### src/rtl/bcd_pkg.sv
// Shared definitions for the BCD mm:ss countdown timer: FSM state encoding,
// per-digit maxima and a small helper for spotting the last second.
package bcd_pkg;

  typedef enum logic [1:0] {
    IDLE   = 2'd0,
    RUN    = 2'd1,
    PAUSED = 2'd2,
    DONE   = 2'd3
  } state_t;

  localparam logic [3:0] SEC_T_MAX = 4'd5;
  localparam logic [3:0] SEC_O_MAX = 4'd9;
  localparam logic [3:0] MIN_T_MAX = 4'd5;
  localparam logic [3:0] MIN_O_MAX = 4'd9;

  // True when the count reads 00:01, i.e. the next decrement lands on 00:00.
  function automatic logic is_last_second(input logic [3:0] mt, input logic [3:0] mo,
                                          input logic [3:0] st, input logic [3:0] so);
    return (mt == 4'd0) && (mo == 4'd0) && (st == 4'd0) && (so == 4'd1);
  endfunction

endpackage

### src/rtl/dcb_digit.sv
// Single BCD down-counting digit with load, decrement enable and borrow flag.
// Optional macro BCD_COUNTDOWN_LOAD_CLAMP_EN clamps load values above MAX to MAX;
// without it load values are stored verbatim and only the borrow wrap uses MAX.
module dcb_digit #(
  parameter logic [3:0] MAX = 4'd9
) (
  input  logic       clk,
  input  logic       rst,
  input  logic       i_load,
  input  logic [3:0] i_load_val,
  input  logic       i_dec,
  output logic [3:0] o_digit,
  output logic       o_borrow
);

  logic [3:0] r_digit;
  logic [3:0] w_load_val;

`ifdef BCD_COUNTDOWN_LOAD_CLAMP_EN
  assign w_load_val = (i_load_val > MAX) ? MAX : i_load_val;
`else
  assign w_load_val = i_load_val;
`endif

  // A digit at zero borrows from its neighbour when decremented.
  assign o_borrow = (r_digit == 4'd0);
  assign o_digit  = r_digit;

  // Digit register: load has priority over decrement; zero wraps to MAX.
  always_ff @(posedge clk or posedge rst) begin
    if (rst) begin
      r_digit <= 4'd0;
    end else if (i_load) begin
      r_digit <= w_load_val;
    end else if (i_dec) begin
      r_digit <= o_borrow ? MAX : (r_digit - 4'd1);
    end
  end

endmodule

### src/rtl/bcd_countdown_timer.sv
// Four-digit BCD mm:ss countdown timer with load, pause/resume and a timed
// alarm. Optional macro BCD_COUNTDOWN_LOAD_CLAMP_EN (handled in dcb_digit)
// clamps out-of-range load digits. ALARM_TICKS = 0 holds the alarm until ack.
module bcd_countdown_timer
  import bcd_pkg::*;
#(
  parameter int ALARM_TICKS = 10,
  parameter int TICK_W      = 8
) (
  input  logic       clk,
  input  logic       rst,
  input  logic       i_tick,
  input  logic       i_load_en,
  input  logic [3:0] i_load_mt,
  input  logic [3:0] i_load_mo,
  input  logic [3:0] i_load_st,
  input  logic [3:0] i_load_so,
  input  logic       i_start,
  input  logic       i_pause,
  input  logic       i_ack,
  output logic [3:0] o_min_t,
  output logic [3:0] o_min_o,
  output logic [3:0] o_sec_t,
  output logic [3:0] o_sec_o,
  output logic       o_running,
  output logic       o_alarm,
  output logic       o_done_p,
  output logic       o_zero
);

  localparam logic [TICK_W-1:0] ALARM_LIM  = TICK_W'(ALARM_TICKS);
  localparam logic              ALARM_AUTO = (ALARM_TICKS != 0);

  state_t              r_state;
  logic                r_running;
  logic                r_alarm;
  logic                r_done_p;
  logic [TICK_W-1:0]   r_alarm_cnt;

  logic                w_load;
  logic                w_dec;
  logic                w_dec_st;
  logic                w_dec_mo;
  logic                w_dec_mt;
  logic                w_borrow_so;
  logic                w_borrow_st;
  logic                w_borrow_mo;
  logic                w_borrow_mt;
  logic                w_zero;
  logic                w_last;
  logic [TICK_W-1:0]   w_cnt_inc;
  logic                w_alarm_expire;

  // Loads are accepted everywhere except RUN; a tick decrements only in RUN
  // and only when pause is not requested in the same cycle.
  assign w_load = i_load_en && (r_state != RUN);
  assign w_dec  = (r_state == RUN) && i_tick && !i_pause;

  // Borrow chain: each higher digit steps only when every lower digit wraps.
  assign w_dec_st = w_dec    && w_borrow_so;
  assign w_dec_mo = w_dec_st && w_borrow_st;
  assign w_dec_mt = w_dec_mo && w_borrow_mo;

  assign w_zero = w_borrow_so && w_borrow_st && w_borrow_mo && w_borrow_mt;
  assign w_last = is_last_second(o_min_t, o_min_o, o_sec_t, o_sec_o);

  assign w_cnt_inc      = r_alarm_cnt + {{(TICK_W-1){1'b0}}, 1'b1};
  assign w_alarm_expire = ALARM_AUTO && i_tick && (w_cnt_inc == ALARM_LIM);

  dcb_digit #(.MAX(SEC_O_MAX)) u_sec_o (
    .clk(clk), .rst(rst), .i_load(w_load), .i_load_val(i_load_so),
    .i_dec(w_dec), .o_digit(o_sec_o), .o_borrow(w_borrow_so)
  );
  dcb_digit #(.MAX(SEC_T_MAX)) u_sec_t (
    .clk(clk), .rst(rst), .i_load(w_load), .i_load_val(i_load_st),
    .i_dec(w_dec_st), .o_digit(o_sec_t), .o_borrow(w_borrow_st)
  );
  dcb_digit #(.MAX(MIN_O_MAX)) u_min_o (
    .clk(clk), .rst(rst), .i_load(w_load), .i_load_val(i_load_mo),
    .i_dec(w_dec_mo), .o_digit(o_min_o), .o_borrow(w_borrow_mo)
  );
  dcb_digit #(.MAX(MIN_T_MAX)) u_min_t (
    .clk(clk), .rst(rst), .i_load(w_load), .i_load_val(i_load_mt),
    .i_dec(w_dec_mt), .o_digit(o_min_t), .o_borrow(w_borrow_mt)
  );

  // Control FSM with registered running/alarm/done_p flags and alarm timer.
  always_ff @(posedge clk or posedge rst) begin
    if (rst) begin
      r_state     <= IDLE;
      r_running   <= 1'b0;
      r_alarm     <= 1'b0;
      r_done_p    <= 1'b0;
      r_alarm_cnt <= '0;
    end else begin
      r_done_p <= 1'b0;
      case (r_state)
        IDLE: begin
          if (!i_load_en && i_start && !w_zero) begin
            r_state   <= RUN;
            r_running <= 1'b1;
          end
        end
        RUN: begin
          if (i_pause) begin
            r_state   <= PAUSED;
            r_running <= 1'b0;
          end else if (i_tick && w_last) begin
            r_state     <= DONE;
            r_running   <= 1'b0;
            r_alarm     <= 1'b1;
            r_done_p    <= 1'b1;
            r_alarm_cnt <= '0;
          end
        end
        PAUSED: begin
          if (!i_load_en && i_start && !i_pause) begin
            if (w_zero) begin
              r_state <= IDLE;
            end else begin
              r_state   <= RUN;
              r_running <= 1'b1;
            end
          end
        end
        DONE: begin
          if (i_load_en || i_ack || w_alarm_expire) begin
            r_state     <= IDLE;
            r_alarm     <= 1'b0;
            r_alarm_cnt <= '0;
          end else if (i_tick) begin
            r_alarm_cnt <= w_cnt_inc;
          end
        end
        default: begin
          r_state     <= IDLE;
          r_running   <= 1'b0;
          r_alarm     <= 1'b0;
          r_alarm_cnt <= '0;
        end
      endcase
    end
  end

  assign o_running = r_running;
  assign o_alarm   = r_alarm;
  assign o_done_p  = r_done_p;
  assign o_zero    = w_zero;

endmodule
### config.mk
export PLATFORM = sky130hd
export DESIGN_NAME = bcd_countdown_timer
export DESIGN_NICKNAME = d
export VERILOG_FILES = /design/src/rtl/bcd_pkg.sv /design/src/rtl/dcb_digit.sv /design/src/rtl/bcd_countdown_timer.sv
export SDC_FILE = /design/constraint.sdc
export NUM_CORES = 1
export LEC_CHECK = 0
export ABC_CLOCK_PERIOD_IN_PS = 4200
export CAP_MARGIN = 30
export CORE_MARGIN = 2
export CORE_UTILIZATION = 48
export CTS_BUF_LIST = sky130_fd_sc_hd__clkbuf_2
export DETAILED_ROUTE_END_ITERATION = 7
export PLACE_DENSITY = 0.87
export SYNTH_ARGS = -nofsm -noshare
export SYNTH_HDL_FRONTEND = slang
export SYNTH_SLANG_ARGS = --single-unit
### constraint.sdc
create_clock -name clk -period 4.2 [get_ports clk]
set_clock_uncertainty 0.15 [all_clocks]
set_input_delay 0.63 -clock clk [delete_from_list [all_inputs] [get_ports clk]]
set_output_delay 0.63 -clock clk [all_outputs]
set_load 0.02 [all_outputs]
==> impl_metrics.env, run 1 <==
export IMPL_num_vias=1728
export IMPL_power_mw=1.09
export IMPL_crit_reg2reg_launch="r_alarm_cnt[0]$_DFFE_PP0P_"
export IMPL_ant_nets=0
export IMPL_rrSetupSlack_ns=1.92
export IMPL_antenna_found_initial=0
export IMPL_yosysSeqAreaShare_pct=40.4
export IMPL_syn_num_nets=233
export IMPL_cts_inserted_buffers=5
export IMPL_cts_tree="done"
export IMPL_grt_first_pass_wirelength_mm=7.37
export IMPL_gp_congestion=0.895
export IMPL_drive_gt1_share_pct=7.97
export IMPL_finalSetupTns_ns=0
export IMPL_finalInstanceArea_um2=2300
export IMPL_max_freq_mhz=331
export IMPL_worst_pin_slew_ns=0.565
export IMPL_ys_seq_elements=29
export IMPL_yosys_most_used_dff="dfrtp_1"
export IMPL_period_share_pct=72.0
export IMPL_grt_overflow_total=0
export IMPL_crit_fanout=7
export IMPL_nets=275
export IMPL_hold_viol_final=0
export IMPL_yosysTopAreaCell="dfrtp_1"
export IMPL_drt_iter0_markers=158
export IMPL_setup_viol=0
export IMPL_yosysWarnings=0
export IMPL_fp_row_count=22
export IMPL_hold_class="flip-flop to flip-flop"
export IMPL_ir_worst_vdd_v=0.000282
export IMPL_post_cts_buffers=0
export IMPL_min_period_ns=3.02
export IMPL_synthesis_area_um2=1800
export IMPL_first_pass_iters=4
export IMPL_synth_top_area_share_pct=40.4
export IMPL_drt_wl_total_mm=4.30
export IMPL_required_ns=3.42
export IMPL_max_slew_margin_rel_pct=62.3
export IMPL_diodes=0
export IMPL_cts_hold_buf=0
export IMPL_synth_cell_types=51
export IMPL_p_leak_nw=0.898
export IMPL_vias_per_cell=5.78
export IMPL_cts_root_buffer="clkbuf_2"
export IMPL_htree_levels=2
export IMPL_grt_max_degree=19
export IMPL_avgSynthCellArea_um2=8.63
export IMPL_clkSinkCount=29
export IMPL_clk_latency_ns=0.35
export IMPL_dpl_cell_area_um2=2260
export IMPL_clockBufferDepth=2
export IMPL_arrival_ns=2.24
export IMPL_chipHeight_um=65.2
export IMPL_worstSetupStartpointType="flip-flop"
export IMPL_critPathLaunch="u_sec_t.o_digit[2]$_DFFE_PP0P_"
export IMPL_synth_cells=208
export IMPL_io_buffer_count=42
export IMPL_clk_pin_slew_ns=0.15
export IMPL_min_from="o_running$_DFFE_PP0P_"
export IMPL_dieArea_um2=4250
export IMPL_endpoint_kind="output pin"
export IMPL_status="completed"
export IMPL_drcViolationCount=0
export IMPL_die_w_um=65.2
export IMPL_wl_per_cell_um=14.4
export IMPL_ios=43
export IMPL_crit_type="flip-flop to output pin"
export IMPL_core_region_area_um2=3630
export IMPL_grt_pass1_vias=1587
export IMPL_finalMaxSlewViolations=0
export IMPL_dp_hpwl_mm=3.17
export IMPL_syn2layout_area_growth_pct=28.0
export IMPL_post_cts_resized=0
export IMPL_ys_top_cells_by_area="dfrtp_1 40%, nor2_1 5.6%, o21ai_1 4.7%, nand2_1 4.4%, o21ai_0 3.3%"
export IMPL_rsz0062_at_grt="no"
export IMPL_power_density_nw_per_um2=473
export IMPL_drv_cap=0
export IMPL_start_util_pct=49.4
export IMPL_synthArstFlopShare_pct=100
export IMPL_synth_edf_count=0
export IMPL_grtUsageTotal_pct=22.1
[synth_stat cells, types with 3 or more instances]
cell type,instances
a21oi_1,4
a31oi_1,7
and2_1,3
and3_1,4
buf_2,3
clkbuf_1,3
dfrtp_1,29
inv_1,8
nand2_1,21
nand2b_1,3
nand3_1,5
nand4_1,3
nor2_1,27
nor3_1,4
nor4_1,6
o211ai_1,4
o21ai_0,12
o21ai_1,17
xnor2_1,3
xor2_1,3
[layout make-up]
class,instances,area (um^2)
Fill cell,316,1340
Multi-Input combinational cell,163,995
Sequential cell,29,726
Timing Repair Buffer,43,448
Tap cell,48,60.1
Clock buffer,8,40.0
Inverter,8,30.0
[layer usage]
metal	global-route usage (%)	wire, um	vias up	share of wire, %
met3	3.94	291	7	6.8
met2	34.1	2030	73	47
li1	-	-	850	-
met4	8.85	59	0	1.4
met5	0	0	-	0
met1	30.8	1920	798	45
[sequential cells by signal, summed over array words and instances (netlist names)]
signal	flops
r_alarm_cnt	8
u_min_o.o_digit	4
u_min_t.o_digit	4
u_sec_o.o_digit	4
u_sec_t.o_digit	4
r_state	2
o_alarm	1
o_done_p	1
o_running	1
[critical path, cell delays in order, from the launching register on]
cell and delay [ns]:
dfrtp_1 0.49, nor4_4 0.41, nand4_1 0.21, nor2_1 0.16, clkdlybuf4s50_1 0.62
[through the flow]
step / utilization (%) / instances / hold slack, ns / setup WS (ns)
detailed placement: 62.2 / 291 / 0.343 / 1.40
global route: 63.3 / 299 / 0.395 / 0.987
floorplan: - / 208 / 0.345 / 2.05
global placement: 61.4 / 290 / 0.339 / 1.47
CTS: 63.3 / 299 / 0.378 / 1.15
finish: 63.3 / 299 / 0.371 / 1.18
[final timing paths]
kind,endpoint,cells after the start
hold reg to reg,o_running$_DFFE_PP0P_,2
setup / recovery,o_zero,4
setup reg to reg,r_state[0]$_DFFE_PP0P_,6
max in group asynchronous,o_running$_DFFE_PP0P_,3
min in group asynchronous,u_min_o.o_digit[1]$_DFFE_PP0P_,2
hold / removal,o_running$_DFFE_PP0P_,2
[cell usage in the layout, fill, tap and decap left out, types with 3 or more instances in the layout]
cell              n
and3_1            4
o21ai_1          17
xor2_1            3
a31oi_1           7
clkdlybuf4s50_1  42
and2_1            3
nand3_1           5
nand4_1           3
nor2_1           27
xnor2_1           3
nand2_1          21
nor4_1            6
a21oi_1           4
clkbuf_2          8
dfrtp_1          29
inv_1             8
o211ai_1          4
o21ai_0          12
nand2b_1          3
nor3_1            4
[cell families (layout without fill, tap and decap cells)]
logic type / Yosys count / in the layout / share of synthesized area, %
xor gates and xnor gates: 6 / 6 / 2.93
adders and majority gates: 2 / 2 / 1.39
muxes: 2 / 2 / 1.12
and+or+nand+nor: 94 / 94 / 29.6
AOI/OAI and AO/OA: 59 / 59 / 20.3
DFF: 29 / 29 / 40.4
buffers and inverters: 16 / 59 / 4.18
[power breakdown]
group	internal (mW)	switching, mW
sequential	0.350	0.144
combinational	0.216	0.237
clock	0.0492	0.0921
Note: power is estimated with default switching activity, not from simulation.
==> run 2: changes to the inputs <==
ABC_CLOCK_PERIOD_IN_PS = 2630   (was 4200)
CORE_UTILIZATION = 46   (was 48)
clock period = 2.63 ns   (was 4.2 ns; I/O delays follow)
==> run 2 against run 1 <==
Effect of this change:
- first-iteration DRC count is 7.0% higher
- non-clock buffer count is 5 higher
- critical path depth stayed put
- worst hold slack worse by 0.14 ns
- clock-buffer cell count is 2 lower
- combinational power is 69% higher
- wire length is 1.7% higher
- sequential power is 56% higher
- sequential share of layout area is 0.22 points lower
- die area is 4.1% higher
- via count is 2.1% lower
- largest cell class unchanged
- largest power group unchanged
==> impl_metrics.env, run 2 (synthesized netlist as in run 1, its figures left out) <==
export IMPL_io_buffer_count=42
export IMPL_grt_first_pass_wirelength_mm=7.27
export IMPL_cts_root_buffer="clkbuf_2"
export IMPL_grtUsageTotal_pct=21.4
export IMPL_htree_levels=2
export IMPL_clk_latency_ns=0.36
export IMPL_grt_pass1_vias=1612
export IMPL_vias_per_cell=5.56
export IMPL_regMostFlops="r_alarm_cnt"
export IMPL_worst_pin_slew_ns=0.538
export IMPL_rsz0062_at_grt="no"
export IMPL_cts_inserted_buffers=5
export IMPL_ir_worst_vdd_v=0.000415
export IMPL_endpoint_kind="output pin"
export IMPL_finalSetupTns_ns=0
export IMPL_fp_row_count=22
export IMPL_grt_overflow_total=0
export IMPL_dp_hpwl_mm=3.22
export IMPL_crit_reg2reg_launch="r_alarm_cnt[0]$_DFFE_PP0P_"
export IMPL_pre_cts_ws_ns=0.230
export IMPL_setup_viol=0
export IMPL_post_route_util_pct=62.3
export IMPL_arrival_ns=1.92
export IMPL_period_share_pct=93.8
export IMPL_cp_slowest_stage_delay_ns=0.49
export IMPL_ant_nets=0
export IMPL_max_slew_margin_rel_pct=64.1
export IMPL_final_common_cell="clkdlybuf4s50_1"
export IMPL_core_region_area_um2=3720
export IMPL_hold_class="input pin to asynchronous set/reset pin"
export IMPL_drcViolationCount=0
export IMPL_layoutNonFillerInstCount=304
export IMPL_layout_cells_most_common_list="41 x clkdlybuf4s50_1, 29 x dfrtp_1, 27 x nor2_1"
export IMPL_ios=43
export IMPL_syn2layout_area_growth_pct=28.9
export IMPL_crit_type="flip-flop to output pin"
export IMPL_grt_max_degree=30
export IMPL_min_period_ns=2.47
export IMPL_drt_iter0_markers=169
export IMPL_clockBufferDepth=2
export IMPL_drt_wl_total_mm=4.37
export IMPL_num_vias=1691
export IMPL_required_ns=2.09
export IMPL_gp_congestion=0.919
export IMPL_start_util_pct=48.3
export IMPL_dieArea_um2=4420
export IMPL_hold_viol_final=0
export IMPL_crit_buf_inv=1
export IMPL_crit_fanout=6
export IMPL_fin_ws_ns=0.162
export IMPL_placed_cells=295
export IMPL_die_w_um=66.5
export IMPL_status="completed"
export IMPL_p_leak_nw=0.919
export IMPL_power_density_nw_per_um2=764
export IMPL_worstPathCellList="nor4_4 > nand4_1 > nor2_1 > dlygate4sd2_1"
export IMPL_first_pass_iters=4
export IMPL_finalMaxSlewViolations=0
export IMPL_drive_gt1_share_pct=9.77
export IMPL_clkSinkCount=29
export IMPL_drv_cap=0
export IMPL_antenna_found_initial=0
export IMPL_nets=280
export IMPL_critPathLaunch="u_sec_t.o_digit[3]$_DFFE_PP0P_"
export IMPL_chipHeight_um=66.5
export IMPL_diodes=0
export IMPL_crit_family="simple AND/OR/NAND/NOR gates"
export IMPL_max_freq_mhz=405
export IMPL_wl_per_cell_um=14.4
export IMPL_slowest_stage="dfrtp_1"
export IMPL_cts_hold_buf=0
export IMPL_clk_pin_slew_ns=0.17
export IMPL_hold_ws_ns=0.234
export IMPL_largest_reg_flops=8
export IMPL_worstSetupStartpointType="flip-flop"
export IMPL_cts_tree="done"
run 2: what timing repair did:
item,CTS,global route
pin swaps,0,1
endpoints found under the setup margin,1,1
gates resized for setup,1,0
buffers inserted,0,1
run 2: final timing paths:
path / endpoint / slack [ns] / cells past startpoint
max: o_zero / 0.16 / 4
min: o_done_p$_DFF_PP0_ / 0.23 / 3
max reg2reg: r_state[0]$_DFFE_PP0P_ / 0.42 / 6
min reg2reg: o_running$_DFFE_PP0P_ / 0.39 / 2
max in group asynchronous: r_state[1]$_DFFE_PP0P_ / 1.81 / 3
min in group clk: o_running$_DFFE_PP0P_ / 0.39 / 2
run 2: power breakdown:
| group | leakage, nW | internal, mW | total (mW) | switching, mW |
|---|---|---|---|---|
| logic | 0.523 | 0.362 | 0.764 | 0.401 |
| clock network | 0.0327 | 0.0668 | 0.230 | 0.163 |
| registers | 0.363 | 0.560 | 0.774 | 0.214 |
run 2: worst register-to-register path, stage by stage (launching register included):
cell	delay (ns)
dfrtp_1	0.48
ha_1	0.30
xor2_1	0.19
nor4_1	0.20
o2111ai_1	0.24
o21ai_1	0.34
o221ai_1	0.18
run 2: metal layers:
layer  wire length [um]  share of wire, %  track usage, %  vias up
met1               2080                48            29.9      771
met5                  0                 0               0        -
met3                241               5.5            5.74        4
met2               2010                46            32.1       54
met4                 42              0.96            6.63        0
li1                   -                 -               -      862
run 2: cell type report:
type                    count  area [um^2]
flip-flops and latches     29          726
clock buffers               6         30.0
inverters                   8         30.0
fillers                   310         1400
clock inverters             2         10.0
multi-input cells         163          995
repair buffers             48          464
well taps                  48         60.1
run 2: stage by stage:
step	power, mW	instance area (um^2)
after floorplan	1.18	1800
after global placement	1.52	2270
after detailed placement	1.54	2270
after CTS	1.77	2310
after global routing	1.88	2310
final	1.77	2310
==> run 3: changes to the inputs <==
SYNTH_HIERARCHICAL = 1   (was not set)
==> run 3 against run 2 <==
Effect of this change:
- register-to-register slack improved by 0.09 ns
- synthesized cell count down 6.7%
- maximum frequency is 5.2% higher
- via count shrank 4.4%
- clock power down 9.1%
- wire length is 9.5% lower
- critical endpoint unchanged
- first-iteration DRC count is 32% lower
- area after synthesis fell by 4.3%
- power is 11% higher
- sequential power grew 10%
- non-clock buffer count increased by 1
- worst setup slack gained 0.12 ns
==> impl_metrics.env, run 3 <==
export IMPL_vias_per_cell=5.44
export IMPL_endpoint_kind="output pin"
export IMPL_post_route_util_pct=63.4
export IMPL_grt_overflow_total=0
export IMPL_synth_edf_count=0
export IMPL_rsz0062_at_grt="no"
export IMPL_fin_ws_ns=0.284
export IMPL_synth_cells=194
export IMPL_cts_inserted_buffers=5
export IMPL_period_share_pct=89.2
export IMPL_grt_first_pass_wirelength_mm=6.58
export IMPL_max_freq_mhz=426
export IMPL_ys_top_cells_by_area="dfrtp_1 42%, o21ai_0 5.8%, nand2_1 5.0%, xnor2_1 4.1%, inv_1 3.1%"
export IMPL_finalInstanceArea_um2=2300
export IMPL_core_region_area_um2=3630
export IMPL_synth_top_area_share_pct=42.2
export IMPL_yosysTopAreaCell="dfrtp_1"
export IMPL_synth_cell_types=37
export IMPL_finalMaxSlewViolations=0
export IMPL_grt_max_degree=31
export IMPL_dp_hpwl_mm=2.96
export IMPL_clkSinkCount=29
export IMPL_layout_cells_most_common_list="41 x clkdlybuf4s50_1, 29 x dfrtp_1, 23 x nand2_1"
export IMPL_num_vias=1617
export IMPL_finalSetupTns_ns=0
export IMPL_drt_wl_total_mm=3.95
export IMPL_diodes=0
export IMPL_syn2layout_area_growth_pct=34.2
export IMPL_yosysSeqAreaShare_pct=42.2
export IMPL_fp_row_count=22
export IMPL_clk_latency_ns=0.36
export IMPL_arrival_ns=1.80
export IMPL_chipHeight_um=65.1
export IMPL_worstSetupStartpointType="flip-flop"
export IMPL_largest_reg_flops=8
export IMPL_antenna_found_initial=0
export IMPL_ios=43
export IMPL_avgSynthCellArea_um2=8.86
export IMPL_io_buffer_count=42
export IMPL_fill_cells=337
export IMPL_yosysWarnings=6
export IMPL_drive_gt1_share_pct=10.0
export IMPL_clk_pin_slew_ns=0.15
export IMPL_power_density_nw_per_um2=852
export IMPL_htree_levels=2
export IMPL_grtUsageTotal_pct=20.1
export IMPL_drcViolationCount=0
export IMPL_ys_seq_elements=29
export IMPL_min_period_ns=2.35
export IMPL_r2r_worst_path_cells=5
export IMPL_nets=274
export IMPL_gp_congestion=0.823
export IMPL_synthArstFlopShare_pct=100
export IMPL_grt_pass1_vias=1549
export IMPL_die_w_um=65.1
export IMPL_crit_type="flip-flop to output pin"
export IMPL_yosysMostFrequentCell="dfrtp_1"
export IMPL_wl_per_cell_um=13.3
export IMPL_status="completed"
export IMPL_clockBufferDepth=2
export IMPL_setup_viol=0
export IMPL_synth_commonest_cells="29 x dfrtp_1, 23 x nand2_1, 20 x o21ai_0"
export IMPL_cts_root_buffer="clkbuf_2"
export IMPL_start_util_pct=47.3
export IMPL_dieArea_um2=4240
export IMPL_drt_iter0_markers=115
export IMPL_first_pass_iters=4
export IMPL_regMostFlops="r_alarm_cnt"
export IMPL_p_leak_nw=0.887
export IMPL_crit_fanout=7
export IMPL_syn_num_nets=219
export IMPL_hold_ws_ns=0.197
export IMPL_max_slew_margin_rel_pct=66.3
export IMPL_cts_tree="done"
export IMPL_worst_pin_slew_ns=0.505
export IMPL_ant_nets=0
export IMPL_hold_viol_final=0
export IMPL_dpl_cell_area_um2=2250
export IMPL_yosys_most_used_dff="dfrtp_1"
export IMPL_required_ns=2.09
export IMPL_hold_class="input pin to asynchronous set/reset pin"
export IMPL_pre_cts_ws_ns=0.153
export IMPL_final_common_cell="clkdlybuf4s50_1"
export IMPL_synthesis_area_um2=1720
export IMPL_drv_cap=0
export IMPL_ir_worst_vdd_v=0.000451
[run 3: cells by family after synthesis]
family	share of synthesized area [%]
buffers and inverters	3.28
adders and majority gates	1.46
and+or+nand+nor	27.7
AOI/OAI and AO/OA	20.1
xor gates and xnor gates	4.08
muxes	1.17
DFF	42.2
[run 3: per-stage QoR]
step,instances,power (mW)
after floorplan,194,1.30
after global placement,290,1.71
after detailed placement,290,1.73
after CTS,297,1.97
after global routing,297,2.10
final,297,1.96
[run 3: timing repair]
item,CTS,global route
gates resized for setup,4,0
buffers inserted,0,0
endpoints found under the setup margin,1,0
hold buffers,0,0
[run 3: critical path: stages (launching register included)]
cell,delay [ns]
dfrtp_1,0.49
nor4_1,0.33
and4_1,0.28
dlygate4sd2_1,0.34
[run 3: layout make-up]
| cell class | instances | area (um^2) | share of cell area [%] |
|---|---|---|---|
| clock inverter | 1 | 3.75 | 0.163 |
| multi-input combinational | 150 | 961 | 41.7 |
| clock buffer | 6 | 30.0 | 1.30 |
| inverter | 14 | 52.6 | 2.28 |
| sequential | 29 | 726 | 31.5 |
| tap | 48 | 60.1 | 2.61 |
| timing repair buffer | 49 | 472 | 20.5 |
[run 3: path summary, 6_finish.rpt]
| kind | start | end | slack, ns |
|---|---|---|---|
| max reg2reg | r_alarm_cnt[0]$_DFFE_PP0P_ | r_state[0]$_DFFE_PP0P_ | 0.51 |
| min in group clk | r_alarm_cnt[7]$_DFFE_PP0P_ | r_alarm_cnt[7]$_DFFE_PP0P_ | 0.35 |
| min reg2reg | r_alarm_cnt[7]$_DFFE_PP0P_ | r_alarm_cnt[7]$_DFFE_PP0P_ | 0.35 |
| max in group asynchronous | rst | o_alarm$_DFFE_PP0P_ | 1.63 |
| min | rst | u_sec_o/o_digit[3]$_DFFE_PP0P_ | 0.20 |
| max | u_min_o/o_digit[0]$_DFFE_PP0P_ | o_zero | 0.28 |
[run 3: report_power, final]
group	total (mW)	internal, mW	switching, mW
combinational	0.898	0.451	0.447
clock	0.209	0.0619	0.148
sequential	0.855	0.594	0.261
[run 3: routing by layer]
metal	track usage (%)	vias up	part of all wire (%)
met4	7.03	0	1.5
met1	24.3	752	45
met5	0	-	0
li1	-	814	-
met2	35.4	44	49
met3	4.28	7	5.1
